===== config.mk =====
export PLATFORM = sky130hd
export DESIGN_NAME = control_unit_mc
export DESIGN_NICKNAME = d
export VERILOG_FILES = /design/src/rtl/control_unit_mc.sv
export SDC_FILE = /design/constraint.sdc
export NUM_CORES = 1
export LEC_CHECK = 0
export ABC_AREA = 1
export CORE_ASPECT_RATIO = 0.5
export CORE_UTILIZATION = 35
export CTS_CLUSTER_SIZE = 24
export DETAILED_ROUTE_END_ITERATION = 7
export PLACE_DENSITY = 0.83
export SYNTH_ARGS = -nofsm -noshare
export SYNTH_HDL_FRONTEND = slang
export SYNTH_SLANG_ARGS = --single-unit
export TNS_END_PERCENT = 10

===== constraint.sdc =====
create_clock -name clk -period 3.75 [get_ports clk]
set_input_delay 0.75 -clock clk [delete_from_list [all_inputs] [get_ports clk]]
set_output_delay 0.75 -clock clk [all_outputs]
set_load 0.1 [all_outputs]

===== src/rtl/control_unit_mc.sv =====
// Multicycle control unit: fetch/decode/execute sequencer driving datapath selects and memory handshake.
// Optional retired-instruction counter is built only when CU_INSTRET_EN is defined.
module control_unit_mc (
  input  logic        clk,
  input  logic        reset,
  input  logic [6:0]  opcode,
  input  logic        zero,
  input  logic        mem_ready,
  output logic        mem_req,
  output logic        mem_we,
  output logic        iord,
  output logic        ir_we,
  output logic        pc_we,
  output logic        pc_src,
  output logic        reg_we,
  output logic        wb_sel,
  output logic [1:0]  ula_src_a,
  output logic [1:0]  ula_src_b,
  output logic [1:0]  ULAop,
  output logic        illegal,
  output logic [3:0]  state,
  output logic [31:0] instret
);

  // state     | meaning
  // START     | idle after reset, no outputs
  // FETCH     | read instruction at PC, PC+4 on handshake
  // DECODE    | branch target precompute, dispatch on opcode
  // MEM_ADDR  | rs1 + imm effective address
  // MEM_READ  | load request, wait for mem_ready
  // MEM_WB    | write load data to register file
  // MEM_WRITE | store request, wait for mem_ready
  // EXEC_R    | register-register ALU op
  // EXEC_I    | register-immediate ALU op
  // ALU_WB    | write ALU result to register file
  // BRANCH    | compare, load PC with target when zero
  // ILLEGAL   | unsupported opcode, locked until reset
  typedef enum logic [3:0] {
    S_START     = 4'd0,
    S_FETCH     = 4'd1,
    S_DECODE    = 4'd2,
    S_MEM_ADDR  = 4'd3,
    S_MEM_READ  = 4'd4,
    S_MEM_WB    = 4'd5,
    S_MEM_WRITE = 4'd6,
    S_EXEC_R    = 4'd7,
    S_EXEC_I    = 4'd8,
    S_ALU_WB    = 4'd9,
    S_BRANCH    = 4'd10,
    S_ILLEGAL   = 4'd11
  } state_t;

  localparam logic [6:0] OP_R  = 7'b0110011;
  localparam logic [6:0] OP_I  = 7'b0010011;
  localparam logic [6:0] OP_LD = 7'b0000011;
  localparam logic [6:0] OP_ST = 7'b0100011;
  localparam logic [6:0] OP_BR = 7'b1100011;

  state_t cur, nxt;
  logic   fetch_q, branch_q;

  always_comb begin
    nxt = cur;
    unique case (cur)
      S_START:     nxt = S_FETCH;
      S_FETCH:     if (mem_ready) nxt = S_DECODE;
      S_DECODE: begin
        unique case (opcode)
          OP_R:         nxt = S_EXEC_R;
          OP_I:         nxt = S_EXEC_I;
          OP_LD, OP_ST: nxt = S_MEM_ADDR;
          OP_BR:        nxt = S_BRANCH;
          default:      nxt = S_ILLEGAL;
        endcase
      end
      S_MEM_ADDR:  nxt = (opcode == OP_ST) ? S_MEM_WRITE : S_MEM_READ;
      S_MEM_READ:  if (mem_ready) nxt = S_MEM_WB;
      S_MEM_WB:    nxt = S_FETCH;
      S_MEM_WRITE: if (mem_ready) nxt = S_FETCH;
      S_EXEC_R:    nxt = S_ALU_WB;
      S_EXEC_I:    nxt = S_ALU_WB;
      S_ALU_WB:    nxt = S_FETCH;
      S_BRANCH:    nxt = S_FETCH;
      S_ILLEGAL:   nxt = S_ILLEGAL;
      default:     nxt = S_START;
    endcase
  end

  // Moore outputs are registered from the next state so they are glitch-free
  // and clear asynchronously with reset.
  always_ff @(posedge clk or posedge reset) begin
    if (reset) begin
      cur       <= S_START;
      mem_req   <= 1'b0;
      mem_we    <= 1'b0;
      iord      <= 1'b0;
      pc_src    <= 1'b0;
      reg_we    <= 1'b0;
      wb_sel    <= 1'b0;
      ula_src_a <= 2'b00;
      ula_src_b <= 2'b00;
      ULAop     <= 2'b00;
      illegal   <= 1'b0;
      fetch_q   <= 1'b0;
      branch_q  <= 1'b0;
    end else begin
      cur       <= nxt;
      mem_req   <= nxt inside {S_FETCH, S_MEM_READ, S_MEM_WRITE};
      mem_we    <= (nxt == S_MEM_WRITE);
      iord      <= nxt inside {S_MEM_READ, S_MEM_WRITE};
      pc_src    <= (nxt == S_BRANCH);
      reg_we    <= nxt inside {S_MEM_WB, S_ALU_WB};
      wb_sel    <= (nxt == S_MEM_WB);
      ula_src_a <= (nxt == S_DECODE) ? 2'b10 :
                   (nxt inside {S_MEM_ADDR, S_EXEC_R, S_EXEC_I, S_BRANCH}) ? 2'b01 : 2'b00;
      ula_src_b <= (nxt == S_FETCH) ? 2'b01 :
                   (nxt inside {S_DECODE, S_MEM_ADDR, S_EXEC_I}) ? 2'b10 : 2'b00;
      ULAop     <= (nxt == S_EXEC_R) ? 2'b10 : (nxt == S_BRANCH) ? 2'b01 : 2'b00;
      illegal   <= (nxt == S_ILLEGAL);
      fetch_q   <= (nxt == S_FETCH);
      branch_q  <= (nxt == S_BRANCH);
    end
  end

  // Strobes that depend on same-cycle handshake/flag inputs
  assign ir_we = fetch_q & mem_ready;
  assign pc_we = (fetch_q & mem_ready) | (branch_q & zero);
  assign state = cur;

`ifdef CU_INSTRET_EN
  logic [31:0] instret_q;
  logic        retire;

  assign retire = (cur inside {S_MEM_WB, S_ALU_WB, S_BRANCH}) ||
                  ((cur == S_MEM_WRITE) && mem_ready);

  always_ff @(posedge clk or posedge reset) begin
    if (reset)       instret_q <= 32'd0;
    else if (retire) instret_q <= instret_q + 32'd1;
  end

  assign instret = instret_q;
`else
  assign instret = 32'd0;
`endif

endmodule

==> results.sh <==
export IMPL_area_growth_pct=22.42
export IMPL_swShare_pct=44.05
export IMPL_syn_inst=141
export IMPL_crit_type="register to primary output"
export IMPL_syn_avg_cell_area_um2=7.995
export IMPL_grt_util_all_layers_pct=11.64
export IMPL_wl_per_cell_um=8.948
export IMPL_synth_top_family_by_area="simple AND/OR/NAND/NOR gates"
export IMPL_numCtsBuffers=3
export IMPL_yosysUniqueCellTypes=19
export IMPL_synth_edf_count=0
export IMPL_synth_mux_area_share_pct=0
export IMPL_antenna_found_initial=0
export IMPL_final_area_mm2=0.001380
export IMPL_cp_top_family="buffers and inverters"
export IMPL_postRouteWirelength_mm=1.897
export IMPL_yosys_top_cells_area="dfrtp_1, buf_4, nand2_1, inv_1, nand3_1"
export IMPL_netSwitchingPower_w=0.0002118
export IMPL_worst_setup_path_start_kind="register"
export IMPL_placed_cells_incl_taps=208
export IMPL_ctsHoldBuffers=0
export IMPL_met1_usage_pct=13.03
export IMPL_clk_pin_slew_ns=0.07
export IMPL_synth_simple_area_share_pct=29.30
export IMPL_cts_tree="yes"
export IMPL_max_vdd_ir_drop_mv=0.1751
export IMPL_fin_tns_setup_ns=0
export IMPL_clk_latency_ns=0.25
export IMPL_yosysSeqAreaShare_pct=37.74
export IMPL_synth_seq_cells=17
export IMPL_final_cell_mix="conb_1, clkdlybuf4s50_1, nand2_1"
export IMPL_clkPwrFrac_pct=28.5
export IMPL_clockBufferDepth=2
export IMPL_async_reset_ff_share_pct=100.0
export IMPL_worst_pin_slew_ns=1.006
export IMPL_setup_viol_count_final=0
export IMPL_hold_viol_final=0
export IMPL_io_buffers=29
export IMPL_netlist_area_mm2=0.001127
export IMPL_cp_end_kind="primary output"
export IMPL_die_w_um=82.26
export IMPL_core_mm2=0.003030
export IMPL_grt_use_met3_pct=3.261
export IMPL_grt_busiest_layer="met2"
export IMPL_cts_htree_levels=1
export IMPL_grt_pass1_vias=742
export IMPL_cts_resized=0
export IMPL_dp_hpwl_mm=1.547
export IMPL_placed_area_mm2=0.001331
export IMPL_yosys_area_top_type="dfrtp_1"
export IMPL_instances_no_fill=212
export IMPL_netlist_area_leader_share_pct=37.74
export IMPL_fillCellCount=267
export IMPL_drive_above_1_share_pct=15.12
export IMPL_status="finished clean"
export IMPL_cts_setup_buffers=0
export IMPL_rsz0062_at_grt="no"
export IMPL_initial_core_util_pct=37.20
export IMPL_n_antenna_cell=0
export IMPL_crit_slowest_cell="clkdlybuf4s50_1"
export IMPL_via_per_inst=4.175
export IMPL_worst_path_stages=1
export IMPL_synth_xor_area_share_pct=0
export IMPL_die_area_mm2=0.003466
export IMPL_crit_fanout=7
export IMPL_gp_congestion=0.8435
export IMPL_drv_slew=0
export IMPL_hp_class="register to register"
export IMPL_grt_max_degree=18
export IMPL_r2r_cells=8
export IMPL_skew_ns=0.004403
export IMPL_drcViolationCount=0
export IMPL_timing_slew_headroom_pct=32.71
export IMPL_synth_main_ff_cell="dfrtp_1"
export IMPL_power_leakage_nw=0.7550
export IMPL_fmax_mhz=373.2
export IMPL_cp_cell_sequence="clkdlybuf4s50_1"
export IMPL_cap_violations=0
export IMPL_vias=885
export IMPL_cp_data_required_time_ns=3.00
export IMPL_final_core_util_pct=45.54
export IMPL_slowest_delay_ns=1.19
export IMPL_comb_power_share_pct=33.4
export IMPL_grt_first_pass_wirelength_mm=3.042
export IMPL_synth_compound_area_share_pct=4.329
export IMPL_min_period_ns=2.680
export IMPL_synth_adder_area_share_pct=0
export IMPL_die_h_um=42.13
export IMPL_cp_arrival_ns=1.93
export IMPL_final_nets=184
export IMPL_drt_iter0_markers=24
export IMPL_gr_usage_met2_pct=21.98
export IMPL_fin_crit_sh_pct=71.46
export IMPL_p_per_area_mw_per_mm2=348.5
export IMPL_cts_sinks=17
export IMPL_intPower_w=0.0002691
export IMPL_ant_nets=0
export IMPL_hold_depth=3
export IMPL_rows=14
export IMPL_dr_pass1_iters=4
export IMPL_ctsRootBufferMaster="clkbuf_8"
export IMPL_critical_path_buf_inv_count=1
export IMPL_final_common_cell="conb_1"
export IMPL_grt_remaining_overflow=0
export IMPL_yosys_warnings=0
export IMPL_power_frac_seq_pct=38.1
export IMPL_power_total_w=0.0004809
export IMPL_ios=62
-- registers in the layout (all words and copies together) (netlist names) --
signal / cells
ula_src_b: 2
iord: 1
ULAop: 2
branch_q: 1
wb_sel: 1
state: 4
reg_we: 1
mem_we: 1
mem_req: 1
illegal: 1
ula_src_a: 2
-- power groups by stage --
stage	Combinational [W]	Clock (W)	Sequential (W)
6_report	0.000161	0.000137	0.000183
5_1_grt	0.000164	0.000149	0.000183
4_1_cts	0.000160	0.000142	0.000183
3_5_place_dp	0.000160	0	0.000187
3_3_place_gp	0.000159	0	0.000187
2_1_floorplan	0.000172	0	0.000187
-- Yosys cell counts (3+ instances only) --
cell type  count
nor2_4         3
nand3_1        9
o21ai_1        5
nor2_1         9
nand2_2        3
nand2_1       26
dfrtp_1       17
inv_2          3
buf_4         33
inv_1         16
nor2_2         5
-- worst paths after layout --
check                              start           end  slack (ns)
worst min register to register  state[2]  ula_src_a[1]        0.70
worst max register to register  state[3]       mem_req        2.27
max in group asynchronous          reset      branch_q        2.48
worst min-delay path            state[2]  ula_src_a[1]        0.70
min in group asynchronous          reset      ULAop[0]        0.87
worst max-delay path            state[1]      state[1]        1.07
-- metal layers --
metal,up-vias,routed length (µm)
met4,0,0
met3,0,121
li1,432,-
met5,-,0
met1,410,745
met2,43,1030
-- tightest hold or removal path, delay by kind of cell, from the launching register on --
family | cells | cell delay, ns
DFF | 1 | 0.41
and+or+nand+nor | 2 | 0.20
buffers and inverters | 1 | 0.04
-- stage by stage --
stage	hold slack (ns)	setup WS, ns
2_1_floorplan	0.6761	1.310
3_3_place_gp	0.6652	1.297
3_5_place_dp	0.6907	1.280
4_1_cts	0.7068	1.062
5_1_grt	0.7457	1.025
6_report	0.7020	1.070
-- area by class of cell --
type	count	area, µm²	area share (%)
multi-input combinational	103	499.2	36.17
inverter	19	71.32	5.168
clock buffer	3	41.29	2.992
sequential	17	425.4	30.83
clock inverter	1	7.507	0.5440
timing repair buffer	29	285.3	20.67
tap	40	50.05	3.626
-- cells by family (layout without fill, tap and decap cells) --
kind of cell    count (synthesis)  count (layout)
compound gates                  9               9
buf+inv                        52              52
other cells                     1              32
flops                          17              17
simple gates                   62              62
(Power assumes the default switching activity.)
